<file path="src/rtl/sensor_mod5_scheduler.sv">
// Round-robin scheduler that time-shares one remainder-by-5 unit among N_CH
// sensor channels, with one conversion in flight and a channel-tagged result.
module sensor_mod5_scheduler #(
   parameter int N_CH  = 4,
   parameter int CNT_W = 8,
   localparam int CH_W = (N_CH > 1) ? $clog2(N_CH) : 1
) (
   input  logic              clk,
   input  logic              rst_n,
   input  logic [N_CH-1:0]   req_valid,
   input  logic [4*N_CH-1:0] req_data,
   output logic [N_CH-1:0]   req_ready,
   output logic              out_valid,
   input  logic              out_ready,
   output logic [2:0]        out_rem,
   output logic [CH_W-1:0]   out_ch,
   output logic              busy,
   output logic [CNT_W-1:0]  conv_cnt,
   output logic [1:0]        state_dbg
);

   // Handshakes: a transfer happens on a rising edge where valid && ready are
   // both high; a valid source holds its data stable until that edge.
   typedef enum logic [1:0] {IDLE = 2'd0, COMPUTE = 2'd1, HOLD = 2'd2} state_t;

   state_t          state, state_nxt;
   logic [CH_W-1:0] rr_ptr, ch_reg, grant_idx, cand_idx;
   logic [CH_W:0]   cand_sum;
   logic            grant_found;
   logic [3:0]      operand, grant_data;
   logic [2:0]      rem_calc;

   // First requesting channel at or after rr_ptr, wrapping modulo N_CH.
   always_comb begin
      grant_found = 1'b0;
      grant_idx   = '0;
      cand_sum    = '0;
      cand_idx    = '0;
      for (int k = 0; k < N_CH; k++) begin
         cand_sum = {1'b0, rr_ptr} + (CH_W+1)'(k);
         if (cand_sum >= (CH_W+1)'(N_CH))
            cand_sum = cand_sum - (CH_W+1)'(N_CH);
         cand_idx = cand_sum[CH_W-1:0];
         if (!grant_found && req_valid[cand_idx]) begin
            grant_found = 1'b1;
            grant_idx   = cand_idx;
         end
      end
   end

   always_comb begin
      grant_data = '0;
      for (int c = 0; c < N_CH; c++)
         if (grant_idx == CH_W'(c))
            grant_data = req_data[4*c +: 4];
   end

   always_comb begin
      req_ready = '0;
      if (rst_n && state == IDLE && grant_found)
         req_ready[grant_idx] = 1'b1;
   end

   assign rem_calc  = 3'(operand % 4'd5);
   assign busy      = (state != IDLE);
   assign state_dbg = state;

   always_ff @(posedge clk) begin
      if (!rst_n) state <= IDLE;
      else        state <= state_nxt;
   end

   always_comb begin
      state_nxt = state;
      case (state)
         IDLE:    if (grant_found) state_nxt = COMPUTE;
         COMPUTE: state_nxt = HOLD;
         HOLD:    if (out_ready) state_nxt = IDLE;
         default: state_nxt = IDLE;
      endcase
   end

   always_ff @(posedge clk) begin
      if (!rst_n) begin
         rr_ptr    <= '0;
         ch_reg    <= '0;
         operand   <= '0;
         out_valid <= 1'b0;
         out_rem   <= '0;
         out_ch    <= '0;
         conv_cnt  <= '0;
      end else begin
         case (state)
            IDLE: begin
               if (grant_found) begin
                  operand <= grant_data;
                  ch_reg  <= grant_idx;
                  rr_ptr  <= (grant_idx == CH_W'(N_CH-1)) ? '0 : grant_idx + 1'b1;
               end
            end
            COMPUTE: begin
               out_rem   <= rem_calc;
               out_ch    <= ch_reg;
               out_valid <= 1'b1;
            end
            HOLD: begin
               if (out_ready) begin
                  out_valid <= 1'b0;
                  conv_cnt  <= conv_cnt + 1'b1;
               end
            end
            default: ;
         endcase
      end
   end

endmodule

</file>
<file path="config.mk">
export PLATFORM = sky130hd
export DESIGN_NAME = sensor_mod5_scheduler
export DESIGN_NICKNAME = d
export VERILOG_FILES = /design/src/rtl/sensor_mod5_scheduler.sv
export SDC_FILE = /design/constraint.sdc
export NUM_CORES = 1
export LEC_CHECK = 0
export BUFFER_PORTS_ARGS = -buffer_cell sky130_fd_sc_hd__buf_2
export CORE_UTILIZATION = 56
export CTS_BUF_LIST = sky130_fd_sc_hd__clkbuf_8
export CTS_CLUSTER_DIAMETER = 100
export DETAILED_ROUTE_END_ITERATION = 8
export HOLD_SLACK_MARGIN = 0.03
export PLACE_DENSITY = 0.91
export SYNTH_ARGS = -nofsm -noshare
export SYNTH_HDL_FRONTEND = slang
export SYNTH_SLANG_ARGS = --single-unit
</file>
<file path="constraint.sdc">
create_clock -name clk -period 3.52 [get_ports clk]
set_input_delay 0.704 -clock clk [delete_from_list [all_inputs] [get_ports clk]]
set_output_delay 0.704 -clock clk [all_outputs]
set_load 0.01 [all_outputs]
</file>
==> results.json, run 1 <==
{
  "finalSetupTns_ps": 0,
  "synthTopCellsByCount": "dfxtp_1 (24), nand2_1 (19), nor2_1 (12), a21oi_1 (11), inv_1 (11)",
  "synth_nets": 200,
  "grt_pass1_vias": 1308,
  "cp_data_required_time_ps": 2820,
  "route.detailed.drc": 0,
  "hold_path_class": "flop to flop",
  "synth_area_um2": 1410,
  "path_cells": "buf_2 > a21oi_1 > o21a_1 > o22ai_1 > inv_1 > ha_1 > inv_1 > nor2_1 > buf_2",
  "antenna_cells": 0,
  "grt-ovfl-total": 0,
  "cts_buffers": 3,
  "cp_data_arrival_time_ps": 2130,
  "clk_root_buffer_cell": "clkbuf_8",
  "max-cap-violations": 0,
  "startpoint_type": "primary input",
  "yosysUniqueCellTypes": 47,
  "drive_gt1_frac": 0.267,
  "powerDensity_nw_per_um2": 458,
  "synth-async-reset-ratio": 0,
  "die-width_um": 52.2,
  "status": "finished clean",
  "grt_pass1_wl_um": 5530,
  "synth_top_area_share": 0.341,
  "netlist_top_cells_area": "dfxtp_1 (34%), ha_1 (8.0%), nand2_1 (5.1%)",
  "largest_reg_flops": 8,
  "first_pass_iters": 4,
  "ant_nets": 0,
  "critPathSlowestCell": "o22ai_1",
  "postCtsSetupBuffers": 0,
  "ctsResizeCount": 0,
  "tightest_slew_ps": 477,
  "rsz0062_at_grt": "no",
  "synth.avg_cell_area_um2": 8.39,
  "dp_hpwl_um": 2490,
  "post-synth-top-count-cell": "dfxtp_1",
  "avgViaCountPerCell": 5.82,
  "port_buffers": 43,
  "avgRoutedWirePerCell_um": 14.0,
  "ys_ff_latch": 24,
  "netlist_instances": 168,
  "dp_cells": 234,
  "fillCellCount": 188,
  "whs_ps": 455,
  "htreeDepth": 1,
  "die_h_um": 52.2,
  "worstPathMaxFanout": 6,
  "wirelength_um": 3330,
  "min_period_ps": 2840,
  "synth-edff-count": 0,
  "critical_path_class": "primary input to output port",
  "final_max_slew_viol_count": 0,
  "top_register": "conv_cnt",
  "grt_start_max_net_pins": 19,
  "skew_ps": 6.94,
  "hold_violations": 0,
  "grt_use_total": 0.277,
  "p_total_uw": 773,
  "ios": 44,
  "ir_drop_mv": 0.356,
  "hold_buffers": 0,
  "setup_viol": 0,
  "clock-sinks": 24,
  "clk_pin_slew_ps": 80,
  "rows": 17,
  "largestRegisters": "conv_cnt x8, operand x4, out_rem x3",
  "max-clock-path-buffers": 2,
  "start_util": 0.613,
  "antenna_found_initial": 0,
  "slowest_delay_ps": 300,
  "cp-end-kind": "output port",
  "leakagePower_uw": 0.000747,
  "synth_area_leader_cell": "dfxtp_1",
  "cts_tree": "done",
  "post_layout_nonfiller_instances": 238,
  "period_share": 0.807,
  "clk_latency_ps": 260,
  "via_count": 1385,
  "nNetsFinal": 243,
  "synthFlopType": "dfxtp_1",
  "relSlewSlack": 0.680,
  "place_congestion": 0.827,
  "max_clock_freq_mhz": 352,
  "drt-initial-drc-count": 27,
  "syn_to_final_growth_pct": 19.9,
  "ys_warn_count": 0,
  "die_area_um2": 2720,
  "core_um2": 2300,
  "ys_seq_area_frac": 0.341
}
==> per-layer routing <==
layer | routed length (µm) | vias up | part of all wire | track usage
met5 | 0 | - | 0 | 0
met4 | 121 | 0 | 0.036 | 0.145
met3 | 151 | 14 | 0.045 | 0.0731
met2 | 1710 | 49 | 0.51 | 0.491
met1 | 1350 | 637 | 0.40 | 0.296
li1 | - | 685 | - | -
==> cell type report <==
class / instances / area [µm²] / area share
Clock buffer: 4 / 55.1 / 0.0326
Inverter: 13 / 48.8 / 0.0289
Multi-Input combinational cell: 126 / 855 / 0.506
Sequential cell: 24 / 480 / 0.284
Tap cell: 28 / 35.0 / 0.0207
Timing Repair Buffer: 43 / 215 / 0.127
==> through the flow <==
step,instance area (µm²),worst slack (ps),utilization
after CTS,1690,697,0.735
after floorplan,1410,1090,-
after global routing,1690,512,0.735
after detailed placement,1630,711,0.711
after global placement,1630,808,0.711
final,1690,681,0.735
==> power by group <==
part	switching, µW	internal, µW	leakage (µW)
logic	149	114	0.000522
clock network	82.6	99.7	0.0000288
registers	28.4	299	0.000196
==> worst paths after layout <==
path	to	slack, ps	depth (start not counted)	from
setup reg to reg	out_rem[1]$_SDFFE_PN0P_	1180	10	operand[2]$_SDFFE_PN0P_
hold reg to reg	out_ch[0]$_SDFFE_PN0P_	450	2	ch_reg[0]$_SDFFE_PN0P_
setup / recovery	req_ready[3]	680	9	req_valid[0]
hold / removal	out_ch[0]$_SDFFE_PN0P_	450	2	ch_reg[0]$_SDFFE_PN0P_
==> cells in the final DEF (no fill, tap or decap), types with 3 or more instances in the layout <==
master	synthesis	final
dfxtp_1	24	24
o211ai_1	6	6
nor2b_1	3	3
nor2_1	12	12
xnor2_1	3	3
a31oi_1	3	3
nand3_1	6	6
xor2_1	3	3
o21a_1	3	3
ha_1	9	9
inv_1	11	11
nand2_1	19	19
a221o_1	3	3
o21ai_1	4	4
nand4_1	3	3
nand3b_1	3	3
a21oi_1	11	11
buf_2	2	43
clkbuf_8	0	4
nand2b_1	4	4
==> kinds of logic after synthesis <==
group | Yosys count | synth area share
mux | 2 | 0.0151
buf+inv | 18 | 0.0524
fa+ha+maj | 9 | 0.0799
flops | 24 | 0.341
xor+xnor | 6 | 0.0373
simple gates | 66 | 0.262
compound gates | 43 | 0.212
==> critical path: cells and delay by family <==
| kind | cells | cell delay, ps |
|---|---|---|
| AOI/OAI and AO/OA | 3 | 560 |
| buffers and inverters | 4 | 530 |
| adders and majority gates | 1 | 280 |
| and+or+nand+nor | 1 | 50 |
(Power assumes the default switching activity.)
==> run 2, diff against run 1 <==
Settings changed: ABC_AREA from default to 1, CORE_UTILIZATION 56 to 54, PLACE_DENSITY 0.91 to 0.87.
Clock period 3.52 ns to 2.8 ns, I/O delays scaled along.
==> run 2 against run 1 <==
  * Register-to-register slack lost 660 ps
  * Cell count grew 37%
  * Worst setup slack lost 520 ps
  * Sequential share of layout area shrank 3.0 points
  * Sequential cell count is the same
  * Die area grew 16%
  * Clock power grew 7%
  * Combinational power grew to 5.5 times the previous value
  * Clock skew shrank 3.5 ps
  * Sequential power grew 50%
  * Power grew to 2.8 times the previous value
  * Largest cell class unchanged
==> results.json, run 2 <==
{
  "rsz0062_at_grt": "no",
  "relSlewSlack": 0.675,
  "cp_data_required_time_ps": 2240,
  "netlist_instances": 250,
  "final_max_slew_viol_count": 0,
  "core_um2": 2760,
  "rr_endpoint": "operand[0]$_SDFFE_PN0P_",
  "leakagePower_uw": 0.00103,
  "synth-async-reset-ratio": 0,
  "final_common_cell": "nand2_1",
  "route.detailed.drc": 0,
  "grt_start_max_net_pins": 16,
  "die-width_um": 56.1,
  "largestRegisters": "conv_cnt x8, operand x4, out_rem x3",
  "via_count": 1618,
  "synth_area_um2": 1580,
  "cp-end-kind": "output port",
  "ys_warn_count": 0,
  "rrSetupSlack_ps": 520,
  "avgRoutedWirePerCell_um": 10.1,
  "path_cells": "buf_6 > inv_8 > nand2_1 > nand2_1 > o21ai_0 > nand3_2 > nand2_4 > inv_2 > ha_4 > inv_1 > nor2_1 > buf_2",
  "hold_path_class": "flop to flop",
  "cts_tree": "done",
  "grt_use_total": 0.221,
  "tightest_slew_ps": 485,
  "whs_path_depth": 1,
  "placed_area_um2": 1810,
  "synth.avg_cell_area_um2": 6.31,
  "synth-edff-count": 0,
  "synthSimpleGateAreaFrac": 0.368,
  "synthFlopType": "dfxtp_1",
  "startpoint_type": "flop",
  "nNetsFinal": 329,
  "ir_drop_mv": 0.882,
  "post-synth-top-count-cell": "nand2_1",
  "grt-ovfl-total": 0,
  "skew_ps": 3.47,
  "max-clock-path-buffers": 2,
  "top_register": "conv_cnt",
  "antenna_cells": 0,
  "yosysUniqueCellTypes": 23,
  "grt_pass1_wl_um": 5660,
  "clock-sinks": 24,
  "mostFrequentLayoutCells": "nand2_1 (71), buf_2 (43), inv_1 (32)",
  "synth_nets": 282,
  "antenna_found_initial": 0,
  "synth.area.mux_share": 0,
  "min_period_ps": 2630,
  "worstPathMaxFanout": 10,
  "hold_buffers": 0,
  "worstHoldStart": "conv_cnt[7]$_SDFFE_PN0P_",
  "synthTopCellsByCount": "nand2_1 (73), inv_1 (35), nor2_1 (28), dfxtp_1 (24), o21ai_0 (21)",
  "r2r_start": "rr_ptr[0]$_SDFFE_PN0P_",
  "ys_ff_latch": 24,
  "fillCellCount": 249,
  "critical_path_class": "flop to output port",
  "cp_data_arrival_time_ps": 2070,
  "port_buffers": 43,
  "synth_top_area_share": 0.305,
  "syn_to_final_growth_pct": 20.1,
  "r2r.worst_path.cells": 18,
  "hold_end": "conv_cnt[7]$_SDFFE_PN0P_",
  "critPathSlowestCell": "dfxtp_1",
  "period_share": 0.941,
  "clk_root_buffer_cell": "clkbuf_8",
  "setup_viol": 0,
  "grt_pass1_vias": 1418,
  "synth_top_family_by_area": "simple AND/OR/NAND/NOR gates",
  "start_util": 0.572,
  "first_pass_iters": 4,
  "ios": 44,
  "htreeDepth": 1,
  "finalSetupTns_ps": 0,
  "pre_cts_slack_ps": 159,
  "synth_compound_area_frac": 0.125,
  "clk_latency_ps": 260,
  "rows": 19,
  "synth_area_leader_cell": "dfxtp_1",
  "clk_pin_slew_ps": 80,
  "status": "finished clean",
  "max_clock_freq_mhz": 380,
  "dp_hpwl_um": 2490,
  "die_area_um2": 3140,
  "largest_reg_flops": 8,
  "cts_buffers": 3,
  "synth_xor_area_frac": 0.0111,
  "fin_ws_ps": 166,
  "drive_gt1_frac": 0.227,
  "die_h_um": 56.1,
  "max-cap-violations": 0,
  "slowest_delay_ps": 330,
  "place_congestion": 0.912,
  "cpMostUsedCell": "nand2_1",
  "design_area_um2": 1890,
  "avgViaCountPerCell": 4.96,
  "yosys.area_share.adder": 0.0714,
  "powerDensity_nw_per_um2": 1130,
  "ys_seq_area_frac": 0.305,
  "drt-initial-drc-count": 49,
  "hold_violations": 0,
  "postCtsSetupBuffers": 0,
  "netlist_top_cells_area": "dfxtp_1 (30%), nand2_1 (17%), inv_1 (8.3%)",
  "ant_nets": 0,
  "whs_ps": 451,
  "wirelength_um": 3290
}
-- run 2: cell types whose count changed in the layout (fill, tap and decap cells not counted), sizes merged, moves of 3 or more --
cell,delta
nand2b,-4
nand3,+15
a221o,-3
a31oi,-3
o21ai,+15
inv,+25
nor2b,-3
a21oi,+6
nor2,+15
xnor2,-3
nand2,+60
o211ai,-6
-- run 2: how the worst max path moves through the flow --
stage | start | to | cells past startpoint
6_report | rr_ptr[0]$_SDFFE_PN0P_ | req_ready[1] | 12
5_1_grt | rr_ptr[0]$_SDFFE_PN0P_ | req_ready[1] | 12
4_1_cts | rr_ptr[0]$_SDFFE_PN0P_ | req_ready[1] | 15
3_5_place_dp | req_valid[1] | req_ready[1] | 16
3_3_place_gp | req_valid[1] | req_ready[1] | 16
2_1_floorplan | req_valid[3] | req_ready[1] | 14
-- run 2: critical path: cells and delay by family (launching register included) --
kind            cells  cell delay [ps]
compound gates      1              250
buf+inv             5              510
simple gates        5              540
flops               1              330
fa+ha+maj           1              170
-- run 2: kinds of logic after synthesis --
kind of cell,after synthesis
buffers and inverters,41
XOR/XNOR,2
AND/OR/NAND/NOR,135
flip-flops,24
adder cells (fa/ha/maj),9
AO/OA/AOI/OAI,39
-- run 2: report_power, final --
part	internal [µW]	total, µW	switching [µW]	leakage (µW)
Combinational	542	1460	920	0.000808
Sequential	432	492	59.9	0.000197
Clock	96.1	195	98.6	0.0000216
Total	1070	2150	1080	0.00103
-- run 2: layer usage --
layer | part of all wire | wire [µm] | global-route usage
met4 | 0.0088 | 29 | 0.0557
met1 | 0.49 | 1620 | 0.298
met2 | 0.46 | 1500 | 0.362
met5 | 0 | 0 | 0
met3 | 0.042 | 138 | 0.0419
-- run 2: cell type report --
class,instances,area [µm²],area share
multi-input combinational,185,946,0.499
sequential,24,482,0.254
timing repair buffer,45,234,0.124
inverter,38,153,0.0806
clock buffer,3,41.3,0.0218
tap,31,38.8,0.0205
-- run 2: metrics by stage --
step	instances	total power, µW	utilization
floorplan	250	1560	-
global placement	323	1830	0.657
CTS	326	2050	0.672
global route	326	2410	0.687
finish	326	2150	0.687
detailed placement	323	1850	0.657
-- run 2: repair_timing --
item                                    CTS  global route
gates resized for setup                   0            13
endpoints found under the setup margin    0             3
hold endpoints to repair                  0             0
